[src/rtl/rle_stream_arbiter_pkg.sv]
`default_nettype none
// ============================================================================
// Package     : FSMpackage
// Description : Shared types for the RLE stream arbiter: the byte/valid
//               stream beat and the arbiter state encoding.
// Revision    : 1.0 - initial release
// ============================================================================
package FSMpackage;

  // One stream beat: a byte plus its valid qualifier
  typedef struct packed {
    logic [7:0] data;
    logic       valid;
  } out_st;

  // Arbiter states
  typedef enum logic [2:0] {
    IDLE    = 3'd0,
    GRANT0  = 3'd1,
    GRANT1  = 3'd2,
    DISCARD = 3'd3,
    DRAIN   = 3'd4
  } arb_state;

endpackage : FSMpackage
`default_nettype wire

[src/rtl/rle_stream_arbiter.sv]
`default_nettype none
// ============================================================================
// Module      : rle_stream_arbiter
// Description : Frame-granular round-robin arbiter sharing one RLE encoder
//               between two byte-stream requesters. Forwards the granted
//               stream with zero latency, truncates frames longer than
//               MAX_LEN (dropping the tail), and waits for the encoder's
//               end-of-frame pulse before regranting.
// Revision    : 1.0 - initial release
// ============================================================================
module rle_stream_arbiter
  import FSMpackage::*;
#(
  parameter int MAX_LEN = 255
) (
  input  logic  clk,
  input  logic  reset,
  input  out_st req0_in,
  input  logic  req0_last,
  output logic  req0_ready,
  input  out_st req1_in,
  input  logic  req1_last,
  output logic  req1_ready,
  output out_st enc_in,
  output logic  enc_last,
  input  logic  enc_ready,
  input  logic  enc_done,
  output logic  grant_id,
  output logic  busy,
  output logic  overflow
);

  localparam int LW = $clog2(MAX_LEN + 1);
  localparam logic [LW-1:0] c_len_lim = LW'(MAX_LEN - 1);

  arb_state      r_state;
  logic          r_rr;
  logic [LW-1:0] r_len;
  logic          r_grant_id;
  logic          r_busy;
  logic          r_overflow;
  logic          r_done_seen;

  out_st         w_cur_in;
  logic          w_cur_last;
  logic          w_cur_ready;
  logic          w_xfer;
  logic          w_at_lim;
  logic          w_pick;

  // Round-robin choice between two requesters: preferred one wins if valid
  function automatic logic rr_pick(input logic pref, input logic v0, input logic v1);
    logic sel;
    if (pref) sel = v1 ? 1'b1 : 1'b0;
    else      sel = v0 ? 1'b0 : 1'b1;
    return sel;
  endfunction

  assign w_pick     = rr_pick(r_rr, req0_in.valid, req1_in.valid);
  assign w_cur_in   = r_grant_id ? req1_in   : req0_in;
  assign w_cur_last = r_grant_id ? req1_last : req0_last;
  assign w_at_lim   = (r_len == c_len_lim);
  assign w_cur_ready = r_grant_id ? req1_ready : req0_ready;
  assign w_xfer     = w_cur_in.valid && w_cur_ready;

  assign grant_id = r_grant_id;
  assign busy     = r_busy;
  assign overflow = r_overflow;

  // Zero-latency datapath and ready steering for the owning requester
  always_comb begin
    enc_in     = '0;
    enc_last   = 1'b0;
    req0_ready = 1'b0;
    req1_ready = 1'b0;
    case (r_state)
      GRANT0: begin
        enc_in     = req0_in;
        enc_last   = req0_in.valid && (req0_last || w_at_lim);
        req0_ready = enc_ready;
      end
      GRANT1: begin
        enc_in     = req1_in;
        enc_last   = req1_in.valid && (req1_last || w_at_lim);
        req1_ready = enc_ready;
      end
      DISCARD: begin
        // Tail of a truncated frame is swallowed without reaching the encoder
        if (r_grant_id) req1_ready = 1'b1;
        else            req0_ready = 1'b1;
      end
      default: begin
      end
    endcase
  end

  // Frame-ownership FSM with registered grant, busy and overflow outputs
  always_ff @(posedge clk or posedge reset) begin
    if (reset) begin
      r_state     <= IDLE;
      r_rr        <= 1'b0;
      r_len       <= '0;
      r_grant_id  <= 1'b0;
      r_busy      <= 1'b0;
      r_overflow  <= 1'b0;
      r_done_seen <= 1'b0;
    end else begin
      r_overflow <= 1'b0;
      case (r_state)
        IDLE: begin
          // enc_done here is a protocol violation and is ignored
          if (req0_in.valid || req1_in.valid) begin
            r_grant_id <= w_pick;
            r_len      <= '0;
            r_busy     <= 1'b1;
            r_state    <= w_pick ? GRANT1 : GRANT0;
          end
        end
        GRANT0, GRANT1: begin
          if (w_xfer) begin
            r_len <= r_len + LW'(1);
            if (w_cur_last) begin
              r_state <= DRAIN;
            end else if (w_at_lim) begin
              r_overflow <= 1'b1;
              r_state    <= DISCARD;
            end
          end
        end
        DISCARD: begin
          // The encoder may finish the truncated frame before the tail ends
          if (enc_done) r_done_seen <= 1'b1;
          if (w_xfer && w_cur_last) r_state <= DRAIN;
        end
        DRAIN: begin
          if (enc_done || r_done_seen) begin
            r_state     <= IDLE;
            r_rr        <= ~r_grant_id;
            r_done_seen <= 1'b0;
            r_busy      <= 1'b0;
          end
        end
        default: begin
          r_state <= IDLE;
          r_busy  <= 1'b0;
        end
      endcase
    end
  end

endmodule : rle_stream_arbiter
`default_nettype wire
[config.mk]
export PLATFORM = sky130hd
export DESIGN_NAME = rle_stream_arbiter
export DESIGN_NICKNAME = d
export VERILOG_FILES = /design/src/rtl/rle_stream_arbiter_pkg.sv /design/src/rtl/rle_stream_arbiter.sv
export SDC_FILE = /design/constraint.sdc
export NUM_CORES = 1
export LEC_CHECK = 0
export ABC_AREA = 1
export ABC_CLOCK_PERIOD_IN_PS = 2850
export BUFFER_PORTS_ARGS = -buffer_cell sky130_fd_sc_hd__buf_2
export CAP_MARGIN = 10
export CORE_MARGIN = 1.5
export CORE_UTILIZATION = 30
export CTS_CLUSTER_DIAMETER = 100
export CTS_CLUSTER_SIZE = 16
export DETAILED_ROUTE_END_ITERATION = 6
export PLACE_DENSITY = 0.54
export SYNTH_ARGS = -nofsm -noshare
export SYNTH_HDL_FRONTEND = slang
export SYNTH_SLANG_ARGS = --single-unit
[constraint.sdc]
create_clock -name clk -period 2.85 [get_ports clk]
set_clock_uncertainty 0.2 [all_clocks]
set_input_delay 0.1425 -clock clk [delete_from_list [all_inputs] [get_ports clk]]
set_output_delay 0.1425 -clock clk [all_outputs]
set_load 0.05 [all_outputs]
# Word-level counts from Yosys, hierarchy flattened
# Cells that the tools add are included.
# Widths: inputs -> output; s select.
# totals
out_inout_bits,15
latchBits,0
input_bits,24
mem_bits_rw,0
ff_bits,16
elab_cells,72
mem_count,0
rom_bits,0
# op_classes
n_reduce_logical,19
div,0
mul,0
shifts,0
muxes,32
n_addsub,1
n_lt_le_gt_ge,0
bitwise_logic,2
n_eq_ne,11
# op_table
op,n
$mux 3,6
$pmux 9 s2,1
$mux 8,2
$pmux 8 s2,1
$mux 1,15
$pmux 3 s4,1
$ne 2x2->1 const B,5
$reduce_and 3->1,3
$add 8x1->8 const B,1
$eq 8x8->1 const B,1
$pmux 1 s2,4
$eq 3x2->1 const B,2
$reduce_and 5->1,1
$logic_and 1x1->1,4
$logic_or 1x1->1,4
$reduce_and 2->1,2
$reduce_bool 2->1,2
$eq 3x1->1 const B,1
$eq 3x3->1 const B,1
$logic_not 3->1,1
$ne 3x3->1 const B,1
$pmux 1 s3,1
$reduce_or 3->1,1
$mux 2,1
other kinds (2),3

# Longest topological paths before layout
# Gate-level depths: netlist (run 1).
# depth
ltp_word,7
mapped_depth,12
mapped_depth_nobuf,11

# Worst setup path after synthesis (run 1)
# Ideal clock, no wire load.
# synth_timing
kind,reg2out
startpoint,register r_state[2]
endpoint,output enc_last
arrival_time_ps,1742
path_slack_ps,766
required_time_ps,2508
path_buffers,0
path_stages_with_launch,7
path_cell_list,dfrtp_1 > inv_1 > nand3_1 > clkinv_1 > nand2_1 > nand2_1 > a32o_1
# synth_via
elab_chain_cells,2
word_cells_on_any_way,3
cone_classes,eq/ne (2); mux (1)
# synth_lines
element,line,text
start: declaration,rle_stream_arbiter.sv:36,arb_state r_state;
start signal: assignment,rle_stream_arbiter.sv:116,r_state <= w_pick ? GRANT1 : GRANT0;
$eq 3x2->1 or $eq 3x1->1 (tied branches),rle_stream_arbiter.sv:76,case (r_state)
$pmux 1 s2 *,rle_stream_arbiter.sv:76,
end: declaration,rle_stream_arbiter.sv:25,"output logic enc_last,"
# Every way passes the cells marked *; elsewhere a longest branch is shown, timed or not.

# Worst setup path in the final report (run 1)
# layout_timing
startpoint,register r_state[0]
endpoint,output enc_last
# Same word-level chain as after synthesis.

==> results of run 1 <==
worst register-to-register path, cell delays in order, from the launching register on:
cell	delay, ns
dfrtp_1	0.40
inv_1	0.15
nand3_1	0.14
nand2_2	0.19
inv_1	0.12
nor2_1	0.13
nand2_1	0.06
nand2_1	0.07
inv_2	0.04
nand3_1	0.08
nand2_1	0.05
nand2_1	0.06
per-stage QoR:
step | total power [W] | util (%) | cell area, um^2
after CTS | 0.001570 | 38.84 | 1411
after floorplan | 0.001212 | - | 1121
after global placement | 0.001382 | 37.43 | 1360
after detailed placement | 0.001393 | 37.43 | 1360
after global routing | 0.001696 | 38.84 | 1411
final | 0.001562 | 38.84 | 1411
power breakdown:
group | total (W) | internal, W | switching, W
combinational | 0.00102 | 0.000269 | 0.000751
clock | 0.000172 | 0.0000937 | 0.0000778
sequential | 0.000370 | 0.000290 | 0.0000794
total | 0.00156 | 0.000653 | 0.000909
routing by layer:
metal	vias up	GRT usage (%)	wire, um
met5	-	0	0
met4	0	5.585	48
met3	4	1.056	45
met2	14	20.18	1212
met1	491	20.57	1377
li1	571	-	-
cell usage in the layout, fill, tap and decap left out:
master | netlist | routed
dfrtp_1 | 16 | 16
inv_2 | 1 | 1
or2_2 | 2 | 2
nand4_1 | 5 | 5
nand2_1 | 43 | 43
a22o_1 | 8 | 8
nand2_2 | 9 | 9
nor3_1 | 3 | 3
nand2_4 | 1 | 1
ha_1 | 2 | 2
nand3_2 | 1 | 1
nor2_1 | 10 | 10
buf_2 | 0 | 38
clkbuf_8 | 0 | 3
xnor2_1 | 3 | 3
nor2_4 | 1 | 1
clkinv_1 | 2 | 2
dlygate4sd3_1 | 0 | 1
nand3_1 | 7 | 7
o21ai_2 | 6 | 6
xor2_1 | 3 | 3
nor3b_1 | 1 | 1
a32o_1 | 1 | 1
clkinv_4 | 1 | 1
inv_1 | 12 | 12
o21ai_0 | 9 | 9
flip-flops by register name (all words and copies together), names as in the netlist:
signal       cells
busy             1
r_state          3
r_len            8
overflow         1
r_done_seen      1
r_rr             1
grant_id         1
final cells by class:
class / instances / area, um^2
fillers: 398 / 2222
well taps: 48 / 60.06
inverters: 16 / 65.06
multi-input cells: 115 / 644.4
clock buffers: 3 / 41.29
repair buffers: 39 / 200.2
flip-flops and latches: 16 / 400.4
cell families after synthesis:
group | share of synthesized area [%]
buffers and inverters | 6.808
AO/OA/AOI/OAI | 15.85
adder cells (fa/ha/maj) | 2.232
flip-flops | 35.71
AND/OR/NAND/NOR | 34.71
XOR/XNOR | 4.688
timing repair:
| item | CTS | global route |
|---|---|---|
| resized for setup | 0 | 0 |
| endpoints found under the hold margin | 16 | 0 |
| setup endpoints to repair | 0 | 0 |
| hold buffers | 1 | 0 |
path summary, 6_finish.rpt:
check	slack, ns	from	cells after the start	end
max	0.73	r_state[0]	7	enc_last
min	0.05	enc_done	3	r_done_seen
max reg2reg	1.09	r_state[2]	11	r_state[0]
min reg2reg	0.30	busy	2	busy
max in group asynchronous	1.74	reset	3	r_state[1]
min in group asynchronous	0.31	reset	3	r_len[4]
==> reports/qor.txt, run 1 <==
Status = finished, final reports clean
Count leader, synth = nand2_1
Global Route Usage Sum = 13.70%
Post-synthesis cell count = 148
Clock Latency Late Sink = 0.25 ns
Leak = 0.7455 nW
Clock Path Buffers = 2
Syn. warnings = 0
Req. time, crit path = 2.51 ns
WHS = 0.04606 ns
DR WL/cell = 11.33 um
Post-Layout Cell Count = 237
DP HPWL = 2087 um
Post-Synthesis Cell Area = 0.001121 mm^2
Cell family with most CP delay = buffers and inverters
Nets@finish = 217
Clock sinks = 16
Cells after DPL = 233
Max FO, Critical Path = 10
RD Place Congestion = 0.8531
Area growth from synthesis to layout = 25.89%
Pre-CTS setup slack = 1.013 ns
# diodes = 0
CP Launch Type = flop
Syn avg cell area = 7.575 um^2
Chip width = 64.13 um
Final hold vios = 0
Setup repair bufs after CTS = 0
Vias in the first global route = 945
FFs w/ async S/R, synth = 100.0%
Crit. End Element = output port
CP Class = reg2out
Cell row count = 22
CP most frequent cell = nand2_1
Share of layout cells above drive strength 1 = 33.33%
Port buffer count = 38
Yosys top cell area share = 35.71%
CTS Buf Count = 3
Slew headroom = 58.60%
Peak VDD IR = 0.0005225 V
Crit-path max cell delay = 0.46 ns
Top_reg_cell synth = dfrtp_1
Fraction of the yosys area taken by sequential cells = 35.71%
Tcrit/Tclk final = 74.49%
Yosys top cell by area = dfrtp_1
Post-synth EDFFs = 0
Die Ht = 64.13 um
HP Class = in2reg
Number of routed nets with antenna violations = 0
First-pass DRT Iterations = 4
Crit path cell chain = inv_1 > nand3_1 > clkinv_1 > nand2_1 > nand2_1 > a32o_1 > buf_2
H-tree Lvls = 1
Max-slew violations = 0
Worst-Margin Slew = 0.6203 ns
FF+latch count, synth = 16
Initial antenna violation count = 0
Synth cell count leaders = nand2_1, dfrtp_1, inv_1
Iteration-0 DRC Markers = 44
TritonCTS clock tree = done
Crit path buffers/inverters = 3
Routed wire length = 2685 um
Pwr Density = 1107 mW/mm^2
Largest net degree at the start of global routing = 17
Clk pin slew, worst setup/hold paths = 0.06 ns
First-pass GRT wire length = 4519 um
Drt via density = 4.557
Crit-path slowest cell = dfrtp_1
Vias = 1080
Minimum clock period = 2.123 ns
Setup TNS = 0 ns
Initial Util = 30.85%
Syn nets = 174
CORE AREA = 0.003633 mm^2
GRT Residual Overflow = 0
DRC viols = 0
Max Clock Freq = 471.0 MHz
Die area = 0.004113 mm^2
# setup viols final = 0
Io pins = 39
Clk root buf = clkbuf_8
Top post-synthesis cells by area = dfrtp_1, nand2_1, a22o_1
WP data arrival = 1.78 ns
Unrepaired setup endpoints after global routing = false
Post-route setup slack = 0.7269 ns
Distinct cells, synth = 24
Max-Cap Viols = 0
(Power assumes the default switching activity.)
==> run 2, diff against run 1 <==
--- a/config.mk
+++ b/config.mk
@@ -5,8 +5,8 @@
 export SDC_FILE = /design/constraint.sdc
 export NUM_CORES = 1
 export LEC_CHECK = 0
-export ABC_AREA = 1
-export ABC_CLOCK_PERIOD_IN_PS = 2850
+export ABC_AREA = 0
+export ABC_CLOCK_PERIOD_IN_PS = 1900
 export BUFFER_PORTS_ARGS = -buffer_cell sky130_fd_sc_hd__buf_2
 export CAP_MARGIN = 10
 export CORE_MARGIN = 1.5
@@ -14,7 +14,7 @@
 export CTS_CLUSTER_DIAMETER = 100
 export CTS_CLUSTER_SIZE = 16
 export DETAILED_ROUTE_END_ITERATION = 6
-export PLACE_DENSITY = 0.54
+export PLACE_DENSITY = 0.55
 export SYNTH_ARGS = -nofsm -noshare
 export SYNTH_HDL_FRONTEND = slang
 export SYNTH_SLANG_ARGS = --single-unit
==> constraint.sdc (replaced) <==
create_clock -name clk -period 1.9 [get_ports clk]
set_clock_uncertainty 0.2 [all_clocks]
set_input_delay 0.095 -clock clk [delete_from_list [all_inputs] [get_ports clk]]
set_output_delay 0.095 -clock clk [all_outputs]
set_load 0.05 [all_outputs]
==> run 2 against run 1 <==
Effect of this change: the run now ends with setup timing left; synthesized area up 9.7%; cell count grew 6.3%; sequential share of layout area shrank 5.3 points; cell area is 25% higher; largest cell class unchanged.
==> reports/qor.txt, run 2 <==
H-tree Lvls = 1 (unchanged)
Slew headroom = 56.11% (-2.5 points)
Max-slew violations = 0 (unchanged)
Reg2reg start = grant_id
Worst-Margin Slew = 0.6577 ns (+0.03737 ns)
Req. time, crit path = 1.60 ns (-0.91 ns)
Crit. End Element = output port
Share of layout cells above drive strength 1 = 40.10% (+6.8 points)
CP Launch Type = flop
Die Ht = 67.03 um (+4.5%)
First-pass GRT wire length = 5940 um (+31%)
Most common cell after layout, fill and taps aside = buf_2
Number of routed nets with antenna violations = 0 (unchanged)
DP HPWL = 2735 um (+31%)
Area growth from synthesis to layout = 43.95%
Yosys top cell by area = dfrtp_1
Yosys top cell area share = 32.55% (-3.2 points)
Syn nets = 173 (-0.57%)
Placed cell areas = 0.001569 mm^2 (+15%)
Global Route Usage Sum = 17.00% (+3.3 points)
Post-route setup slack = -0.008750 ns (-0.7357 ns)
HP Class = in2reg
Most frequent cells in the layout = buf_2, buf_4, nor2_1
FF+latch count, synth = 16 (unchanged)
Clock sinks = 16 (unchanged)
Fraction of the yosys area taken by sequential cells = 32.55% (-3.2 points)
GRT Residual Overflow = 0 (unchanged)
RR Endpoint = r_len[4]
Die area = 0.004493 mm^2 (+9.2%)
Post-synth EDFFs = 0 (unchanged)
Post-synthesis cell count = 147 (-0.68%)
Pwr Density = 1702 mW/mm^2 (+54%)
Top post-synthesis cells by area = dfrtp_1, a22oi_1, o31ai_1
Count leader, synth = dfrtp_1
Distinct cells, synth = 45 (+88%)
CP Class = reg2out
WP data arrival = 1.61 ns (-0.17 ns)
Tcrit/Tclk final = 100.5%
Drt via density = 5.563 (+22%)
Cell row count = 23 (+4.5%)
Clk root buf = clkbuf_8
Routed wire length = 3685 um (+37%)
Clk pin slew, worst setup/hold paths = 0.07 ns (about the same)
TritonCTS clock tree = done
R2R Setup Slk = 0.03 ns (-1.06 ns)
Vias = 1402 (+30%)
Register-to-Register Path Depth = 4 (-7)
Hold path startpoint = req1_last
Post-Synthesis Cell Area = 0.001230 mm^2 (+9.7%)
# diodes = 0 (unchanged)
Io pins = 39 (unchanged)
Final Cell Area = 0.001770 mm^2 (+25%)
Iteration-0 DRC Markers = 90 (+100%)
Setup TNS = -0.008750 ns (-0.008750 ns)
CTS Buf Count = 3 (unchanged)
Port buffer count = 38 (unchanged)
FFs w/ async S/R, synth = 100.0% (unchanged)
Post-Layout Cell Count = 252 (+6.3%)
Initial antenna violation count = 0 (unchanged)
Clock Latency Late Sink = 0.25 ns (about the same)
Failing checks = setup timing
First-pass DRT Iterations = 4 (unchanged)
RD Place Congestion = 0.8601 (+0.82%)
Leak = 0.7996 nW (+7.3%)
WHS Path Cells = 4 (+1)
# setup viols final = 1 (+1)
Unrepaired setup endpoints after global routing = true
Syn. warnings = 0 (unchanged)
Top reg by flops = r_len
Max FO, Critical Path = 10 (unchanged)
Top_reg_cell synth = dfrtp_1
Minimum clock period = 1.909 ns
Largest regs = r_len x8, r_state x3
Hold EP = overflow
Post-layout power = 0.003013 W (+93%)
Cells after DPL = 242 (+3.9%)
Peak VDD IR = 0.0005236 V (+0.20%)
Fillers = 385 (-3.3%)
Final hold vios = 0 (unchanged)
CORE AREA = 0.003971 mm^2 (+9.3%)
Largest net degree at the start of global routing = 17 (unchanged)
Nets@finish = 229 (+5.5%)
Clock Path Buffers = 2 (unchanged)
Synth cell count leaders = dfrtp_1, nor2_1, a22oi_1
DR WL/cell = 14.62 um (+29%)
Max Clock Freq = 523.9 MHz
Initial Util = 30.97% (+0.12 points)
Syn avg cell area = 8.367 um^2 (+10%)
DRC viols = 0 (unchanged)
Chip width = 67.03 um (+4.5%)
Vias in the first global route = 1267 (+34%)
Status = complete, but fails checks
Max-Cap Viols = 0 (unchanged)
Max FFs per register = 8 (unchanged)
## run 2: cell types whose count changed after synthesis, sizes merged, moves of 4 or more
cell and change:
inv -6, or4 +5, a22oi +11, nand4 -4, buf +6, o21ai -7, clkbuf +4, o31ai +7
a21oi +7, mux2i +4, a22o -7, a21boi +4, and4 +4, nand2 -44
## run 2: logic make-up (layout without fill, tap and decap cells)
kind of cell             count (synthesis)  in the layout  share of synthesized area, %
AND/OR/NAND/NOR                         55             55                         25.33
AO/OA/AOI/OAI                           51             51                         29.60
buffers and inverters                   19             74                         7.222
flip-flops                              16             16                         32.55
multiplexers                             4              4                         3.255
adder cells (fa/ha/maj)                  2              2                         2.034
## run 2: worst max-delay path by stage
| stage | startpoint | endpoint | slack, ns | depth (start not counted) |
|---|---|---|---|---|
| 6_report | r_state[0] | enc_in[5] | -0.009 | 5 |
| 5_1_grt | r_state[0] | enc_in[5] | -0.09 | 5 |
| 4_1_cts | r_state[0] | enc_in[1] | -0.001 | 5 |
| 3_5_place_dp | r_state[0] | r_len[3] | 0.005 | 5 |
| 3_3_place_gp | r_state[0] | r_state[1] | 0.03 | 4 |
| 2_1_floorplan | r_state[0] | enc_last | -0.34 | 6 |
## run 2: power by group
part           switching [W]  internal [W]  leakage [nW]  total [W]
clock network       0.000122      0.000184        0.0288   0.000306
registers           0.000125      0.000439         0.197   0.000565
logic                0.00132      0.000824         0.574    0.00214
## run 2: layout make-up
cell class	count	area (um^2)	share of cell area, %
clock buffer	4	55.05	3.110
timing repair buffer	62	427.9	24.17
inverter	8	30.03	1.696
tap	50	62.56	3.534
multi-input combinational	112	787.0	44.45
sequential	16	407.9	23.04
## run 2: what timing repair did
action,4_1_cts,5_1_grt
gates resized for setup,10,21
setup buffers,1,1
hold buffers,4,0
endpoints found under the setup margin,12,19
pin swaps,0,3
endpoints found under the hold margin,18,0
## run 2: through the flow
stage	hold WS, ns	util [%]	worst slack [ns]
after floorplan	-0.1913	-	-0.3436
after global placement	0.01740	39.51	0.02829
after detailed placement	0.02439	39.51	0.005074
after CTS	0.1493	42.66	-0.001278
after global routing	0.1759	44.58	-0.08766
final	0.1417	44.58	-0.008750
## run 2: critical path, stage by stage (launching register included)
cell     delay (ns)
dfrtp_2        0.47
and2b_2        0.26
buf_6          0.14
a22oi_1        0.21
nor2_1         0.08
buf_4          0.19
## run 2: layer usage
layer  global-route usage [%]  wire, um  vias up
li1                         -         -      675
met1                    21.63      1670      681
met2                    28.59      1828       41
met3                    4.054       162        5
met4                    4.337        23        0
met5                        0         0        -
==> run 3, diff against run 2 <==
--- a/config.mk
+++ b/config.mk
@@ -9,12 +9,13 @@
 export ABC_CLOCK_PERIOD_IN_PS = 1900
 export BUFFER_PORTS_ARGS = -buffer_cell sky130_fd_sc_hd__buf_2
 export CAP_MARGIN = 10
+export CORE_ASPECT_RATIO = 1.75
 export CORE_MARGIN = 1.5
-export CORE_UTILIZATION = 30
+export CORE_UTILIZATION = 45
 export CTS_CLUSTER_DIAMETER = 100
 export CTS_CLUSTER_SIZE = 16
 export DETAILED_ROUTE_END_ITERATION = 6
-export PLACE_DENSITY = 0.55
+export PLACE_DENSITY = 0.76
 export SYNTH_ARGS = -nofsm -noshare
 export SYNTH_HDL_FRONTEND = slang
 export SYNTH_SLANG_ARGS = --single-unit
==> run 3 against run 2 <==
Effect of this change: the run now ends clean; clock power is 5% lower; cell count shrank 11%; sequential share of layout area is 0.89 points higher; core utilization is 22 points higher; setup slack improved by 0.015 ns; global-route usage rose by 6.2 points; worst hold slack got worse by 0.036 ns; first-iteration DRC count decreased by 21%; non-clock buffer count is 4 lower; via count shrank 1.5%; register-to-register slack is essentially flat; largest cell class unchanged; highest routed layer unchanged.
==> reports/qor.txt, run 3 (synthesis gave the netlist of run 2 again) <==
GRT Residual Overflow = 0 (unchanged)
HP Class = in2reg
# setup viols final = 0 (-1)
Nets@finish = 225 (-1.7%)
Initial antenna violation count = 0 (unchanged)
Vias in the first global route = 1343 (+6.0%)
Reg2reg start = r_state[2]
Leak = 0.7751 nW (-3.1%)
WHS = 0.1059 ns (-0.03577 ns)
Crit. End Element = output port
Pwr Density = 1717 mW/mm^2 (+0.90%)
Drt via density = 6.165 (+11%)
Iteration-0 DRC Markers = 71 (-21%)
Tcrit/Tclk final = 99.68% (-0.78 points)
RD Place Congestion = 0.9200 (+7.0%)
Max FFs per register = 8 (unchanged)
Crit path cell chain = and2b_1 > buf_4 > a22oi_1 > nor2_1 > buf_4
First-pass GRT wire length = 5602 um (-5.7%)
Post-layout power = 0.002900 W (-3.7%)
Most frequent cells in the layout = buf_2, buf_4, nor2_1, dfrtp_1, nand2_1
CORE AREA = 0.002552 mm^2 (-36%)
Area growth from synthesis to layout = 37.33%
Clock Latency Late Sink = 0.24 ns (about the same)
# diodes = 0 (unchanged)
Clk pin slew, worst setup/hold paths = 0.06 ns (about the same)
TritonCTS clock tree = done
Worst-Margin Slew = 0.6083 ns (-0.04939 ns)
Port buffer count = 38 (unchanged)
Clock Path Buffers = 2 (unchanged)
Req. time, crit path = 1.60 ns (about the same)
Crit-path max cell delay = 0.45 ns (-0.02 ns)
Hold path startpoint = req1_in[0]
Die area = 0.003068 mm^2 (-32%)
WHS Path Cells = 4 (unchanged)
Fillers = 223 (-42%)
Number of routed nets with antenna violations = 0 (unchanged)
Largest net degree at the start of global routing = 17 (unchanged)
H-tree Lvls = 1 (unchanged)
Max Clock Freq = 528.0 MHz (+0.78%)
CTS Buf Count = 3 (unchanged)
CP Launch Type = flop
Routed wire length = 3523 um (-4.4%)
Max-Cap Viols = 0 (unchanged)
DRC viols = 0 (unchanged)
Chip width = 42.52 um (-37%)
DR WL/cell = 15.73 um (+7.6%)
Register-to-Register Path Depth = 4 (unchanged)
Max-slew violations = 0 (unchanged)
Unrepaired setup endpoints after global routing = true
Global Route Usage Sum = 23.20% (+6.2 points)
RR Endpoint = r_len[5]
Final hold vios = 0 (unchanged)
Initial Util = 48.19% (+17 points)
DP HPWL = 2700 um (-1.3%)
Share of layout cells above drive strength 1 = 36.87% (-3.2 points)
CP Class = reg2out
Top reg by flops = r_len
Largest regs = r_len x8, r_state x3
Most common cell after layout, fill and taps aside = buf_2
WP data arrival = 1.60 ns (about the same)
R2R Setup Slk = 0.03 ns (about the same)
Cell row count = 24 (+4.3%)
Io pins = 39 (unchanged)
First-pass DRT Iterations = 4 (unchanged)
Peak VDD IR = 0.0008758 V (+67%)
Status = finished, final reports clean
Minimum clock period = 1.894 ns (-0.01485 ns)
Clk root buf = clkbuf_8
Crit-path slowest cell = dfrtp_2
Vias = 1381 (-1.5%)
Clock sinks = 16 (unchanged)
Slew headroom = 59.40% (+3.3 points)
Max FO, Critical Path = 9 (-1)
Core Util, Final = 66.18% (+22 points)
Die Ht = 72.16 um (+7.7%)
Hold EP = r_state[0]
CP most frequent cell = buf_4
==> run 3: changes by cell type in the layout (fill, tap and decap cells not counted), moves of 2 or more <==
cell / delta
buf_6: -5
dfrtp_2: -3
a22oi_2: +2
dfrtp_1: +3
a22oi_1: -2
==> run 3: where the power goes <==
group / switching, W / total [W] / internal (W) / leakage, nW
Sequential: 0.000116 / 0.000552 / 0.000436 / 0.201
Combinational: 0.00130 / 0.00206 / 0.000755 / 0.545
Clock: 0.000108 / 0.000291 / 0.000183 / 0.0288
Total: 0.00153 / 0.00290 / 0.00137 / 0.775
==> run 3: stage by stage <==
| step | setup slack [ns] | instance area [um^2] | std cells | setup TNS [ns] |
|---|---|---|---|---|
| finish | 0.006099 | 1689 | 224 | 0 |
| global route | -0.04897 | 1689 | 224 | -0.1513 |
| CTS | 0.01553 | 1625 | 224 | 0 |
| detailed placement | 0.06176 | 1516 | 215 | 0 |
| global placement | 0.1071 | 1516 | 215 | 0 |
| floorplan | -0.3436 | 1246 | 147 | -0.6592 |
==> run 3: routing by layer <==
layer	share of wire (%)	vias up	routed length (um)	GRT usage, %
li1	-	660	-	-
met1	38	649	1338	25.52
met2	55	66	1951	43.25
met3	5.1	6	181	2.985
met4	1.5	0	52	10.07
met5	0	-	0	0
==> run 3: repair_timing <==
item,in CTS,in global routing
gates cloned,0,0
endpoints found under the setup margin,1,17
hold buffers,5,0
gates resized for setup,2,28
hold endpoints to repair,18,0
buffers inserted,0,0
==> run 3: how the worst max path moves through the flow <==
stage | startpoint | end | slack [ns] | cells past startpoint
floorplan | r_state[0] | enc_last | -0.34 | 6
global placement | r_state[0] | r_len[3] | 0.11 | 5
detailed placement | r_state[2] | r_len[5] | 0.06 | 4
CTS | r_state[0] | enc_last | 0.02 | 6
global route | grant_id | r_len[5] | -0.05 | 4
finish | r_state[0] | enc_in[1] | 0.006 | 5
==> run 3: layout make-up <==
cell class / instances / area (um^2) / area share [%]
inverters: 8 / 30.03 / 1.778
clock buffers: 4 / 55.05 / 3.259
multi-input cells: 112 / 783.3 / 46.37
repair buffers: 58 / 384.1 / 22.74
well taps: 26 / 32.53 / 1.926
flip-flops and latches: 16 / 404.1 / 23.93
==> run 3: critical path, delay by kind of cell (launching register included) <==
family	cells	cell delay [ns]
flops	1	0.45
simple gates	2	0.28
compound gates	1	0.26
buf+inv	2	0.37
